===== config.mk =====
export PLATFORM = sky130hd
export DESIGN_NAME = operand_builder
export DESIGN_NICKNAME = d
export VERILOG_FILES = /design/src/rtl/operand_builder.sv
export SDC_FILE = /design/constraint.sdc
export NUM_CORES = 1
export LEC_CHECK = 0
export ABC_AREA = 0
export BUFFER_PORTS_ARGS = -buffer_cell sky130_fd_sc_hd__buf_2
export CORE_MARGIN = 5
export CORE_UTILIZATION = 59
export CTS_CLUSTER_DIAMETER = 150
export CTS_CLUSTER_SIZE = 8
export DETAILED_ROUTE_END_ITERATION = 10
export GPL_ROUTABILITY_DRIVEN = 1
export HOLD_SLACK_MARGIN = 0.03
export PLACE_DENSITY = 0.9
export RECOVER_POWER = 100
export SLEW_MARGIN = 40
export SYNTH_ARGS = -nofsm -noshare
export SYNTH_HDL_FRONTEND = slang
export SYNTH_SLANG_ARGS = --single-unit

===== constraint.sdc =====
create_clock -name clk -period 5.45 [get_ports clk]
set_input_delay 0.2725 -clock clk [delete_from_list [all_inputs] [get_ports clk]]
set_output_delay 0.2725 -clock clk [all_outputs]
set_load 0.05 [all_outputs]

===== src/rtl/operand_builder.sv =====
// Calculator front end: turns key codes into ALU operands/operator, issues the
// operation, and collects the result. Define HEX_ENTRY_EN for base-16 entry.
module operand_builder #(
   parameter int WIDTH = 16
) (
   input  logic             clk,
   input  logic             rst_n,
   input  logic [4:0]       i_key_data,
   input  logic             i_key_valid,
   output logic             o_key_ready,
   output logic [WIDTH-1:0] o_alu_a,
   output logic [WIDTH-1:0] o_alu_b,
   output logic [1:0]       o_alu_op,
   output logic             o_alu_valid,
   input  logic             i_alu_ready,
   input  logic [WIDTH-1:0] i_res_data,
   input  logic             i_res_err,
   input  logic             i_res_valid,
   output logic             o_res_ready,
   output logic [WIDTH-1:0] o_disp_value,
   output logic             o_error
);

   localparam logic [2:0] S_A     = 3'd0;
   localparam logic [2:0] S_OP    = 3'd1;
   localparam logic [2:0] S_B     = 3'd2;
   localparam logic [2:0] S_ISSUE = 3'd3;
   localparam logic [2:0] S_WAIT  = 3'd4;
   localparam logic [2:0] S_RES   = 3'd5;

`ifdef HEX_ENTRY_EN
   localparam logic [WIDTH+4:0] L_BASE = (WIDTH+5)'(16);
`else
   localparam logic [WIDTH+4:0] L_BASE = (WIDTH+5)'(10);
`endif

   logic [2:0]       r_state;
   logic [WIDTH-1:0] r_a;
   logic [WIDTH-1:0] r_b;
   logic [1:0]       r_op;
   logic             r_pend;
   logic [1:0]       r_pend_op;
   logic             r_error;

   logic             w_fire;
   logic             w_digit_ok;
   logic             w_is_ac;
   logic             w_is_opk;
   logic             w_is_eq;
   logic [1:0]       w_key_op;
   logic [3:0]       w_digit;
   logic [WIDTH-1:0] w_digit_ext;
   logic [WIDTH-1:0] w_a_acc;
   logic [WIDTH-1:0] w_b_acc;

   // Saturating digit append: an overflowing digit leaves the operand untouched.
   function automatic logic [WIDTH-1:0] f_accum(input logic [WIDTH-1:0] x, input logic [3:0] d);
      logic [WIDTH+4:0] v;
      v = ({5'd0, x} * L_BASE) + {{(WIDTH+1){1'b0}}, d};
      if (v > {5'd0, {WIDTH{1'b1}}}) begin
         return x;
      end else begin
         return v[WIDTH-1:0];
      end
   endfunction

   // Key decode and handshake qualification.
   always_comb begin
      w_fire      = i_key_valid & o_key_ready;
      w_digit     = i_key_data[3:0];
      w_digit_ext = {{(WIDTH-4){1'b0}}, i_key_data[3:0]};
`ifdef HEX_ENTRY_EN
      w_digit_ok  = ~i_key_data[4];
`else
      w_digit_ok  = ~i_key_data[4] && (i_key_data[3:0] < 4'd10);
`endif
      w_is_ac     = (i_key_data == 5'b10000);
      w_is_eq     = (i_key_data == 5'b10101);
      w_is_opk    = 1'b1;
      w_key_op    = 2'b00;
      case (i_key_data)
         5'b10001: w_key_op = 2'b00;
         5'b10010: w_key_op = 2'b01;
         5'b10011: w_key_op = 2'b10;
         5'b10100: w_key_op = 2'b11;
         default:  w_is_opk = 1'b0;
      endcase
      w_a_acc     = f_accum(r_a, w_digit);
      w_b_acc     = f_accum(r_b, w_digit);
   end

   // Output decode from registered state.
   always_comb begin
      o_key_ready  = (r_state == S_A) || (r_state == S_OP) || (r_state == S_B) || (r_state == S_RES);
      o_alu_valid  = (r_state == S_ISSUE);
      o_res_ready  = (r_state == S_WAIT);
      o_alu_a      = r_a;
      o_alu_b      = r_b;
      o_alu_op     = r_op;
      o_error      = r_error;
      if ((r_state == S_B) || (r_state == S_ISSUE) || (r_state == S_WAIT)) begin
         o_disp_value = r_b;
      end else begin
         o_disp_value = r_a;
      end
   end

   // Main sequencer: key entry, operation issue, result capture.
   always_ff @(posedge clk or negedge rst_n) begin
      if (!rst_n) begin
         r_state   <= S_A;
         r_a       <= '0;
         r_b       <= '0;
         r_op      <= 2'b00;
         r_pend    <= 1'b0;
         r_pend_op <= 2'b00;
         r_error   <= 1'b0;
      end else if (w_fire && w_is_ac) begin
         r_state   <= S_A;
         r_a       <= '0;
         r_b       <= '0;
         r_op      <= 2'b00;
         r_pend    <= 1'b0;
         r_error   <= 1'b0;
      end else begin
         case (r_state)
            S_A: begin
               if (w_fire && w_digit_ok) begin
                  r_a <= w_a_acc;
               end else if (w_fire && w_is_opk) begin
                  r_op    <= w_key_op;
                  r_state <= S_OP;
               end
            end
            S_OP: begin
               if (w_fire && w_digit_ok) begin
                  r_b     <= w_digit_ext;
                  r_state <= S_B;
               end else if (w_fire && w_is_opk) begin
                  r_op <= w_key_op;
               end
            end
            S_B: begin
               if (w_fire && w_digit_ok) begin
                  r_b <= w_b_acc;
               end else if (w_fire && w_is_eq) begin
                  r_pend  <= 1'b0;
                  r_state <= S_ISSUE;
               end else if (w_fire && w_is_opk) begin
                  // Operator after B chains: issue now, apply this operator to the result.
                  r_pend    <= 1'b1;
                  r_pend_op <= w_key_op;
                  r_state   <= S_ISSUE;
               end
            end
            S_ISSUE: begin
               if (i_alu_ready) begin
                  r_state <= S_WAIT;
               end
            end
            S_WAIT: begin
               if (i_res_valid) begin
                  r_b <= '0;
                  if (i_res_err) begin
                     r_a     <= '0;
                     r_error <= 1'b1;
                  end else begin
                     r_a <= i_res_data;
                  end
                  if (r_pend) begin
                     r_op    <= r_pend_op;
                     r_pend  <= 1'b0;
                     r_state <= S_OP;
                  end else begin
                     r_state <= S_RES;
                  end
               end
            end
            S_RES: begin
               if (w_fire && w_digit_ok) begin
                  r_a     <= w_digit_ext;
                  r_b     <= '0;
                  r_state <= S_A;
               end else if (w_fire && w_is_opk) begin
                  r_op    <= w_key_op;
                  r_state <= S_OP;
               end
            end
            default: r_state <= S_A;
         endcase
      end
   end

endmodule


==> out/metrics.yaml, run 1 <==
synth-seq-cells: 41
antenna_cells_inserted: 0
timing.hold.worst.class: "in2reg"
startpoint_type: "flop"
final_util_pct: 65.8
die_w_microns: 102
fin_worst_skew_ps: 8.71
top_level_ports: 81
final_antenna_net_count: 0
worst_path_cell_chain: "ha_1 > ha_1 > fa_1 > nand3_1 > a21oi_1 > nor4_1 > nand3_1 > nor4_1 > nand4_1 > a31oi_4 > mux2_2"
drt_iter0_drc: 371
postSynthCellCount: 580
yosysUniqueCellTypes: 73
cts.root.buffer_cell: "sky130_fd_sc_hd__clkbuf_8"
synthDominantAreaCellType: "sky130_fd_sc_hd__dfrtp_1"
via_count_of_the_first_global_routing_pass: 4626
async_reset_ff_share_pct: 100
global_route.overflow_total: 0
fp.dieArea_sq_mm: 0.0104
synth.cell_area_sq_mm: 0.00497
start_util_pct: 60.4
rsz0062_at_grt: "false"
drtPass1Iterations: 7
track_usage_pct: 26.4
ys.flop_type: "sky130_fd_sc_hd__dfrtp_1"
syn_avg_cell_area_sq_um: 8.56
synthDominantCellAreaShare_pct: 20.7
cp_data_required_time_ps: 5640
slew_viol_final: 42
routed-via-count: 4880
register_area_sq_mm: 0.00103
final_layout_size_suffix_gt1_share_pct: 10.0
time_the_final_worst_path_needs_with_i_o_delays_and_setup_ps: 4650
routed_wl_microns: 13700
critical-path-slowest-cell: "sky130_fd_sc_hd__nor4_1"
routabilityCongestion: 0.933
hold_viol_final: 0
grt_pass1_wl_microns: 22100
clk_transition_reported_paths_ps: 90
grt_max_degree: 42
clkLatencyLatePin_ps: 310
critical_path_class: "reg2reg"
ctsHoldBuffers: 1
slew_headroom_pct: -54.2
drc: 0
dp.final_hpwl_microns: 10600
cts_buffers: 5
cts_post_setup_buffers_inserted: 0
timing.critical_path.arrival_ps: 4840
max_freq_ghz: 0.215
synthesis.yosys.warnings: 0
setup_violations: 0
placementRows: 33
outcome: "complete, but fails checks"
grt_antenna_before_repair: 0
cts_resized: 0
clkSinkCount: 41
failing_checks: "capacitance limit, slew limit"
multi_input_comb_area_sq_mm: 0.00369
vias_per_cell: 6.46
synth_edf_count: 0
tritoncts: "yes"
design.core.area_sq_mm: 0.00822
crit_path_max_fanout: 16
netlist_top_cells_area: "sky130_fd_sc_hd__dfrtp_1 21%, sky130_fd_sc_hd__ha_1 16%, sky130_fd_sc_hd__mux2_2 3.4%, sky130_fd_sc_hd__nand2_1 3.2%, sky130_fd_sc_hd__a21oi_1 3.0%"
die-height_microns: 102
max_slew.worst_pin.slew_ps: 2310
cts-htree-levels: 2
cp_slowest_stage_delay_ps: 720
fillers: 691
finalCritPeriodShare_pct: 85.3
synth-seq-area-share_pct: 20.7
endpoint_kind: "flop"
postSynthNetCount: 673
synthToLayoutAreaGrowth_pct: 8.82
number_of_violations_of_the_max_capacitance_limit: 1
fin_tns_setup_ps: 0
place.port_buffers: 80
clockBufferDepth: 2
drt-wirelength-per-cell_microns: 18.2
design.final.nets: 742
path summary, 6_finish.rpt:
| check | from | end | slack (ps) | depth (start not counted) |
|---|---|---|---|---|
| worst max-delay path | o_alu_b[1]$_DFFE_PN0P_ | o_alu_b[3]$_DFFE_PN0P_ | 800 | 11 |
| worst min register to register | o_alu_op[0]$_DFFE_PN0P_ | o_alu_op[0]$_DFFE_PN0P_ | 490 | 2 |
| worst min-delay path | i_res_err | o_error$_DFFE_PN0P_ | 250 | 3 |
| worst max register to register | o_alu_b[1]$_DFFE_PN0P_ | o_alu_b[3]$_DFFE_PN0P_ | 800 | 11 |
| min in group asynchronous | rst_n | o_alu_op[0]$_DFFE_PN0P_ | 1200 | 2 |
| max in group asynchronous | rst_n | o_alu_b[4]$_DFFE_PN0P_ | 2930 | 2 |
registers in the layout, summed over array words and instances (netlist names):
register and flops:
o_alu_b 16, o_alu_a 16, o_error 1, o_alu_op 2, r_pend_op 2, r_pend 1
r_state 3
routing by layer:
metal  global-route usage [%]  share of wire [%]  vias up
li1                         -                  -     2337
met1                     36.2                 44     2325
met2                     44.0                 47      188
met3                     3.03                6.5       30
met4                     7.57                2.4        0
met5                        0                  0        -
cell usage after synthesis, types with 4 or more instances:
| master | instances |
|---|---|
| sky130_fd_sc_hd__and3_1 | 7 |
| sky130_fd_sc_hd__nor4_1 | 4 |
| sky130_fd_sc_hd__nand3b_1 | 4 |
| sky130_fd_sc_hd__nand3_1 | 21 |
| sky130_fd_sc_hd__xnor2_1 | 17 |
| sky130_fd_sc_hd__a21oi_1 | 30 |
| sky130_fd_sc_hd__a31oi_1 | 5 |
| sky130_fd_sc_hd__dfrtp_1 | 41 |
| sky130_fd_sc_hd__a311oi_1 | 4 |
| sky130_fd_sc_hd__a21o_1 | 13 |
| sky130_fd_sc_hd__o31ai_1 | 5 |
| sky130_fd_sc_hd__nor3_1 | 18 |
| sky130_fd_sc_hd__mux2i_1 | 4 |
| sky130_fd_sc_hd__nor3b_1 | 5 |
| sky130_fd_sc_hd__nand4_1 | 4 |
| sky130_fd_sc_hd__a221oi_1 | 4 |
| sky130_fd_sc_hd__o21ai_0 | 29 |
| sky130_fd_sc_hd__clkbuf_1 | 16 |
| sky130_fd_sc_hd__inv_1 | 29 |
| sky130_fd_sc_hd__nand2_1 | 42 |
| sky130_fd_sc_hd__or3_1 | 8 |
| sky130_fd_sc_hd__and2_1 | 5 |
| sky130_fd_sc_hd__fa_1 | 4 |
| sky130_fd_sc_hd__mux2_4 | 9 |
| sky130_fd_sc_hd__o22ai_1 | 15 |
| sky130_fd_sc_hd__nor2b_1 | 7 |
| sky130_fd_sc_hd__mux2_2 | 15 |
| sky130_fd_sc_hd__o21a_1 | 9 |
| sky130_fd_sc_hd__nor2_1 | 35 |
| sky130_fd_sc_hd__xor2_1 | 17 |
| sky130_fd_sc_hd__o211ai_1 | 8 |
| sky130_fd_sc_hd__a211oi_1 | 14 |
| sky130_fd_sc_hd__ha_1 | 62 |
| sky130_fd_sc_hd__nand2b_1 | 8 |
critical path: cells and delay by family (launching register included):
| kind | cells | cell delay (ps) |
|---|---|---|
| AND/OR/NAND/NOR | 5 | 1990 |
| flip-flops | 1 | 500 |
| AO/OA/AOI/OAI | 2 | 620 |
| adder cells (fa/ha/maj) | 3 | 1010 |
| multiplexers | 1 | 390 |
per-stage QoR:
step           area (sq um)  std cells  setup WS [ps]  hold slack [ps]
2_1_floorplan          4970        580           1260            -23.1
3_3_place_gp           5410        745           1130              458
3_5_place_dp           5420        746            936              301
4_1_cts                5520        755            940              250
5_1_grt                5400        755            617              290
6_report               5400        755            801              252
layout by cell type (no fill, tap or decap), types with 4 or more instances in the layout:
master / n
sky130_fd_sc_hd__inv_1: 29
sky130_fd_sc_hd__a31oi_1: 5
sky130_fd_sc_hd__nand2b_1: 7
sky130_fd_sc_hd__nor3b_1: 5
sky130_fd_sc_hd__nor2b_1: 7
sky130_fd_sc_hd__a21oi_1: 30
sky130_fd_sc_hd__o211ai_1: 8
sky130_fd_sc_hd__xor2_1: 17
sky130_fd_sc_hd__or3_1: 8
sky130_fd_sc_hd__clkbuf_8: 5
sky130_fd_sc_hd__clkbuf_1: 57
sky130_fd_sc_hd__nand3_1: 21
sky130_fd_sc_hd__fa_1: 4
sky130_fd_sc_hd__and2_1: 5
sky130_fd_sc_hd__nor3_1: 18
sky130_fd_sc_hd__and3_1: 7
sky130_fd_sc_hd__nand4_1: 4
sky130_fd_sc_hd__buf_2: 25
sky130_fd_sc_hd__a311oi_1: 4
sky130_fd_sc_hd__o21ai_0: 29
sky130_fd_sc_hd__nor2_1: 35
sky130_fd_sc_hd__a221oi_1: 4
sky130_fd_sc_hd__ha_1: 62
sky130_fd_sc_hd__a211oi_1: 14
sky130_fd_sc_hd__mux2_2: 14
sky130_fd_sc_hd__mux2i_1: 4
sky130_fd_sc_hd__mux2_1: 9
sky130_fd_sc_hd__dfrtp_1: 41
sky130_fd_sc_hd__o21a_1: 9
sky130_fd_sc_hd__o31ai_1: 5
sky130_fd_sc_hd__nand3b_1: 4
sky130_fd_sc_hd__nand2_1: 42
sky130_fd_sc_hd__xnor2_1: 17
sky130_fd_sc_hd__nor4_1: 5
sky130_fd_sc_hd__a21o_1: 13
sky130_fd_sc_hd__o22ai_1: 15
final cells by class:
cell class                 instances  area share, %
sequential                        41           19.0
clock buffer                       5           1.27
clock inverter                     3          0.324
tap                              105           2.43
inverter                          29           2.01
multi-input combinational        488           68.4
timing repair buffer              84           6.60
logic make-up after synthesis:
logic type      after synthesis  share of synthesized area [%]
fa+ha+maj                    66                           17.2
xor+xnor                     34                           6.00
compound gates              174                           24.9
flops                        41                           20.7
buf+inv                      51                           4.33
simple gates                186                           20.0
mux                          28                           6.93
Power of run 1 is left out: the tool's default activity adds up to more than one toggle a clock period on the data nets, which glitch-free logic cannot reach.
==> run 2: changes to the inputs <==
Settings changed: CORE_UTILIZATION 59 to 63, PLACE_DENSITY 0.9 to 0.95.
Clock period 5.45 ns to 5.6 ns, I/O delays scaled along.
==> out/metrics.yaml, run 2 (synthesis gave the netlist of run 1 again) <==
outcome: "complete, but fails checks"
failing_checks: "capacitance limit, slew limit"
cts_buffers: 5
top_level_ports: 81
via_count_of_the_first_global_routing_pass: 4912
routed_wl_microns: 14600
rsz0062_at_grt: "false"
final_util_pct: 70.6
fp.dieArea_sq_mm: 0.00976
max_freq_ghz: 0.213
place_worst_setup_slack_ps: 1050
synthToLayoutAreaGrowth_pct: 9.22
tritoncts: "yes"
fin_tns_setup_ps: 0
max_slew.worst_pin.slew_ps: 2300
die_w_microns: 98.8
fin_worst_skew_ps: 6.56
slew_headroom_pct: -53.4
final_antenna_net_count: 0
clkLatencyLatePin_ps: 300
track_usage_pct: 29.1
dp.final_hpwl_microns: 11300
routed-wl-met3_microns: 1250
worst_r2r_endpoint: "o_alu_b[2]$_DFFE_PN0P_"
crit_start: "o_alu_b[1]$_DFFE_PN0P_"
antenna_cells_inserted: 0
drt_iter0_drc: 326
setup_violations: 0
drt-wirelength-per-cell_microns: 19.3
timing.hold.worst.class: "in2reg"
crit_path_max_fanout: 16
grt_pass1_wl_microns: 23600
grt_antenna_before_repair: 0
drc: 0
start_util_pct: 64.6
min_delay_worst_endpoint: "o_alu_b[0]$_DFFE_PN0P_"
design.core.area_sq_mm: 0.00769
r2r-start: "o_alu_b[1]$_DFFE_PN0P_"
most-common-layout-cells: "62 x sky130_fd_sc_hd__ha_1, 57 x sky130_fd_sc_hd__clkbuf_1, 42 x sky130_fd_sc_hd__nand2_1, 41 x sky130_fd_sc_hd__dfrtp_1, 35 x sky130_fd_sc_hd__nor2_1"
highest_layer: "met4"
drtPass1Iterations: 5
timing.critical_path.arrival_ps: 4880
setup.reg_to_reg.worst_slack_ps: 910
clockBufferDepth: 2
layout.cells.most_common: "sky130_fd_sc_hd__ha_1"
routed-via-count: 5067
reg2regPathDepth: 11
hold_viol_final: 0
endpoint_kind: "flop"
wirelength_met1_microns: 5950
time_the_final_worst_path_needs_with_i_o_delays_and_setup_ps: 4690
placementRows: 32
vias_per_cell: 6.74
multi_input_comb_area_sq_mm: 0.00369
cts-htree-levels: 2
die-height_microns: 98.8
global_route.overflow_total: 0
worst_hold_path.num_cells: 3
startpoint_type: "flop"
clkSinkCount: 41
design.final.nets: 742
register_area_sq_mm: 0.00103
layout_setup_ws_ps: 913
slew_viol_final: 42
grt_max_degree: 42
critical_path_class: "reg2reg"
finalCritPeriodShare_pct: 83.7
clk_transition_reported_paths_ps: 80
final_layout_size_suffix_gt1_share_pct: 9.85
place.port_buffers: 80
cp_data_required_time_ps: 5790
cts.root.buffer_cell: "sky130_fd_sc_hd__clkbuf_8"
met2RoutedLength_microns: 6840
number_of_violations_of_the_max_capacitance_limit: 1
routabilityCongestion: 0.954
startpoint_of_the_tightest_hold_check_path: "i_key_data[0]"
fillers: 630
run 2: layout make-up:
class	count	share of cell area, %
inverter	29	2.01
multi-input combinational	488	68.0
tap	102	2.35
timing repair buffer	84	6.60
sequential	41	18.9
clock inverter	1	0.554
clock buffer	7	1.59
run 2: what timing repair did:
item                      CTS  global route
hold endpoints to repair   41             0
setup buffers               0             0
hold buffers                1             0
resized for setup           0             0
run 2: how the worst max path moves through the flow:
stage | endpoint | slack [ps] | cells past startpoint
2_1_floorplan | o_alu_a[1]$_DFFE_PN0P_ | 1410 | 12
3_3_place_gp | o_alu_a[0]$_DFFE_PN0P_ | 1280 | 11
3_5_place_dp | o_alu_a[13]$_DFFE_PN0P_ | 1050 | 11
4_1_cts | o_alu_a[13]$_DFFE_PN0P_ | 1050 | 11
5_1_grt | o_alu_b[3]$_DFFE_PN0P_ | 590 | 10
6_report | o_alu_b[2]$_DFFE_PN0P_ | 910 | 11
run 2: per-stage QoR:
step	area, sq um	std cells	hold WS, ps
6_report	5420	752	302
5_1_grt	5420	752	328
3_3_place_gp	5410	742	458
4_1_cts	5540	751	298
3_5_place_dp	5410	742	298
2_1_floorplan	4970	580	-15.6
run 2: routing by layer:
| metal | GRT usage, % | vias to the layer above |
|---|---|---|
| met5 | 0 | - |
| met4 | 9.66 | 0 |
| met3 | 4.74 | 50 |
| met2 | 48.8 | 270 |
| met1 | 38.2 | 2412 |
| li1 | - | 2335 |
run 2: critical path, cell delays in order (launching register included):
cell and delay (ps):
sky130_fd_sc_hd__dfrtp_1 480, sky130_fd_sc_hd__ha_1 330, sky130_fd_sc_hd__ha_1 240, sky130_fd_sc_hd__fa_1 440, sky130_fd_sc_hd__nand3_1 130, sky130_fd_sc_hd__a21oi_1 90, sky130_fd_sc_hd__nor4_1 620, sky130_fd_sc_hd__nand3_1 310
sky130_fd_sc_hd__nor4_1 710, sky130_fd_sc_hd__nand4_1 270, sky130_fd_sc_hd__a31oi_4 540, sky130_fd_sc_hd__mux2_2 400
Power of run 2 is left out for the same reason.
==> run 3: changes to the inputs <==
Settings changed: ABC_AREA 0 to 1, CORE_UTILIZATION 63 to 59, PLACE_DENSITY 0.95 to 0.89.
Clock period 5.6 ns to 4.7 ns, I/O delays scaled along.
==> out/metrics.yaml, run 3 <==
outcome: "complete, but fails checks"
failing_checks: "capacitance limit, slew limit"
endpoint_kind: "flop"
final_util_pct: 66.1
routed_wl_microns: 15000
die-height_microns: 105
final_antenna_net_count: 0
die_w_microns: 105
synth-seq-area-share_pct: 19.1
yosysUniqueCellTypes: 50
synthesis.yosys.warnings: 0
cp_slowest_stage_delay_ps: 670
p_total_mw: 4.68
slew_headroom_pct: -48.9
async_reset_ff_share_pct: 100
grt_pass1_wl_microns: 24800
setup_violations: 0
critical-path-slowest-cell: "sky130_fd_sc_hd__nor3_1"
cts_post_setup_buffers_inserted: 0
postSynthNetCount: 908
grt_antenna_before_repair: 0
synthDominantAreaCellType: "sky130_fd_sc_hd__dfrtp_1"
fin_tns_setup_ps: 0
drt-wirelength-per-cell_microns: 15.0
design.final.nets: 986
antenna_cells_inserted: 0
via_count_of_the_first_global_routing_pass: 5298
cts_resized: 0
synthToLayoutAreaGrowth_pct: 8.36
worst_path_cell_chain: "inv_2 > nand2_1 > nand2_4 > nand2_4 > nor3_1 > inv_1 > nand2_1 > inv_1 > a21oi_4 > nand4_1 > a21oi_2 > nand2_4 > nand2_4 > nand2_1 > nand2_1"
synth_edf_count: 0
slew_viol_final: 42
hold_viol_final: 0
tritoncts: "yes"
timing.hold.worst.class: "in2reg"
post-synth-top-count-cell: "sky130_fd_sc_hd__nand2_1"
critical_path_buf_inv_count: 3
clkSinkCount: 41
cts.root.buffer_cell: "sky130_fd_sc_hd__clkbuf_8"
clkLatencyLatePin_ps: 310
routabilityCongestion: 0.998
global_route.overflow_total: 0
critical-path-top-delay-family: "simple AND/OR/NAND/NOR gates"
drc: 0
startpoint_type: "flop"
synthDominantCellAreaShare_pct: 19.1
drt_iter0_drc: 357
number_of_violations_of_the_max_capacitance_limit: 1
synth.cell_area_sq_mm: 0.00537
max_freq_ghz: 0.249
crit_path_max_fanout: 17
start_util_pct: 61.0
layout.cells.most_common: "sky130_fd_sc_hd__nand2_1"
top_level_ports: 81
fp.dieArea_sq_mm: 0.0111
power.ir.vdd_worst_mv: 0.639
cts_buffers: 5
synth-seq-cells: 41
finalCritPeriodShare_pct: 85.5
powerDensity_mw_per_mm2: 804
postSynthCellCount: 815
syn_avg_cell_area_sq_um: 6.59
place.port_buffers: 80
dp.final_hpwl_microns: 11900
placementRows: 34
max_slew.worst_pin.slew_ps: 2230
grt_max_degree: 42
track_usage_pct: 26.9
fin_worst_skew_ps: 7.46
design.core.area_sq_mm: 0.00881
timing.critical_path.arrival_ps: 4270
time_the_final_worst_path_needs_with_i_o_delays_and_setup_ps: 4020
cts-htree-levels: 2
netlist_top_cells_count: "245 x sky130_fd_sc_hd__nand2_1, 93 x sky130_fd_sc_hd__inv_1, 80 x sky130_fd_sc_hd__nand3_1"
clockBufferDepth: 2
rsz0062_at_grt: "false"
drtPass1Iterations: 5
clk_transition_reported_paths_ps: 90
critical_path_class: "reg2reg"
cp_data_required_time_ps: 4950
ys.flop_type: "sky130_fd_sc_hd__dfrtp_1"
most-common-layout-cells: "254 x sky130_fd_sc_hd__nand2_1, 95 x sky130_fd_sc_hd__inv_1, 80 x sky130_fd_sc_hd__nand3_1, 65 x sky130_fd_sc_hd__nor2_1, 62 x sky130_fd_sc_hd__ha_1"
netlist_top_cells_area: "sky130_fd_sc_hd__dfrtp_1 19%, sky130_fd_sc_hd__nand2_1 17%, sky130_fd_sc_hd__ha_1 14%, sky130_fd_sc_hd__nand3_1 7.5%, sky130_fd_sc_hd__inv_1 6.5%"
routed-via-count: 5736
vias_per_cell: 5.72
final_layout_size_suffix_gt1_share_pct: 10.1
p_leak_nw: 3.22
-- run 3: cell count changes after synthesis, moves of 9 or more --
cell,previous run,this run
sky130_fd_sc_hd__nor2_1,35,64
sky130_fd_sc_hd__clkbuf_1,16,6
sky130_fd_sc_hd__a21o_1,13,1
sky130_fd_sc_hd__nand3_1,21,80
sky130_fd_sc_hd__nand4_1,4,21
sky130_fd_sc_hd__a211oi_1,14,4
sky130_fd_sc_hd__nand2_1,42,245
sky130_fd_sc_hd__inv_1,29,93
sky130_fd_sc_hd__o21ai_0,29,18
sky130_fd_sc_hd__mux2_4,9,0
sky130_fd_sc_hd__a21oi_1,30,46
sky130_fd_sc_hd__nand2_2,0,15
sky130_fd_sc_hd__xnor2_1,17,6
sky130_fd_sc_hd__o22ai_1,15,3
-- run 3: worst paths after layout --
path | from | end | slack (ps) | cells after the start
max | r_state[1]$_DFFE_PN0P_ | o_alu_a[10]$_DFFE_PN0P_ | 680 | 15
min | i_res_err | o_error$_DFFE_PN0P_ | 180 | 2
max reg2reg | r_state[1]$_DFFE_PN0P_ | o_alu_a[10]$_DFFE_PN0P_ | 680 | 15
min reg2reg | r_pend_op[0]$_DFFE_PN0P_ | r_pend_op[0]$_DFFE_PN0P_ | 510 | 2
max in group asynchronous | rst_n | o_alu_b[15]$_DFFE_PN0P_ | 2290 | 2
min in group asynchronous | rst_n | o_error$_DFFE_PN0P_ | 1130 | 2
-- run 3: what timing repair did --
item	4_1_cts	5_1_grt
endpoints found under the hold margin	41	0
hold buffers	1	0
setup endpoints to repair	0	0
-- run 3: cells by family (layout without fill, tap and decap cells) --
family / after synthesis / after routing / share of synthesized area, %
xor gates and xnor gates: 17 / 17 / 3.05
muxes: 15 / 15 / 3.14
buffers and inverters: 114 / 193 / 8.78
and+or+nand+nor: 465 / 465 / 39.0
AOI/OAI and AO/OA: 97 / 97 / 11.0
DFF: 41 / 41 / 19.1
adders and majority gates: 66 / 66 / 15.9
-- run 3: report_power, final --
| group | internal, mW | switching [mW] |
|---|---|---|
| sequential | 0.485 | 0.218 |
| clock | 0.103 | 0.142 |
| combinational | 1.16 | 2.58 |
-- run 3: metrics by stage --
step	cell area, sq um	cells	hold WS (ps)	worst slack [ps]
after CTS	5930	1001	187	1020
final	5820	1002	180	683
after global placement	5830	992	414	1130
after global routing	5820	1002	213	345
after floorplan	5370	815	-60.6	1260
after detailed placement	5830	992	244	1040
-- run 3: cell type report --
cell class | instances | area [sq um]
multi-input combinational | 660 | 3830
fill | 825 | 2980
sequential | 41 | 1030
inverter | 101 | 379
timing repair buffer | 84 | 367
tap | 108 | 135
clock buffer | 5 | 68.8
clock inverter | 3 | 17.5
-- run 3: routing by layer --
| metal | global-route usage (%) | wire, microns | vias to the layer above |
|---|---|---|---|
| met4 | 9.56 | 501 | 0 |
| met5 | 0 | 0 | - |
| met2 | 44.8 | 6870 | 248 |
| met1 | 35.4 | 6580 | 2583 |
| li1 | - | - | 2859 |
| met3 | 4.28 | 1080 | 46 |
Note: power is estimated with default switching activity, not from simulation.
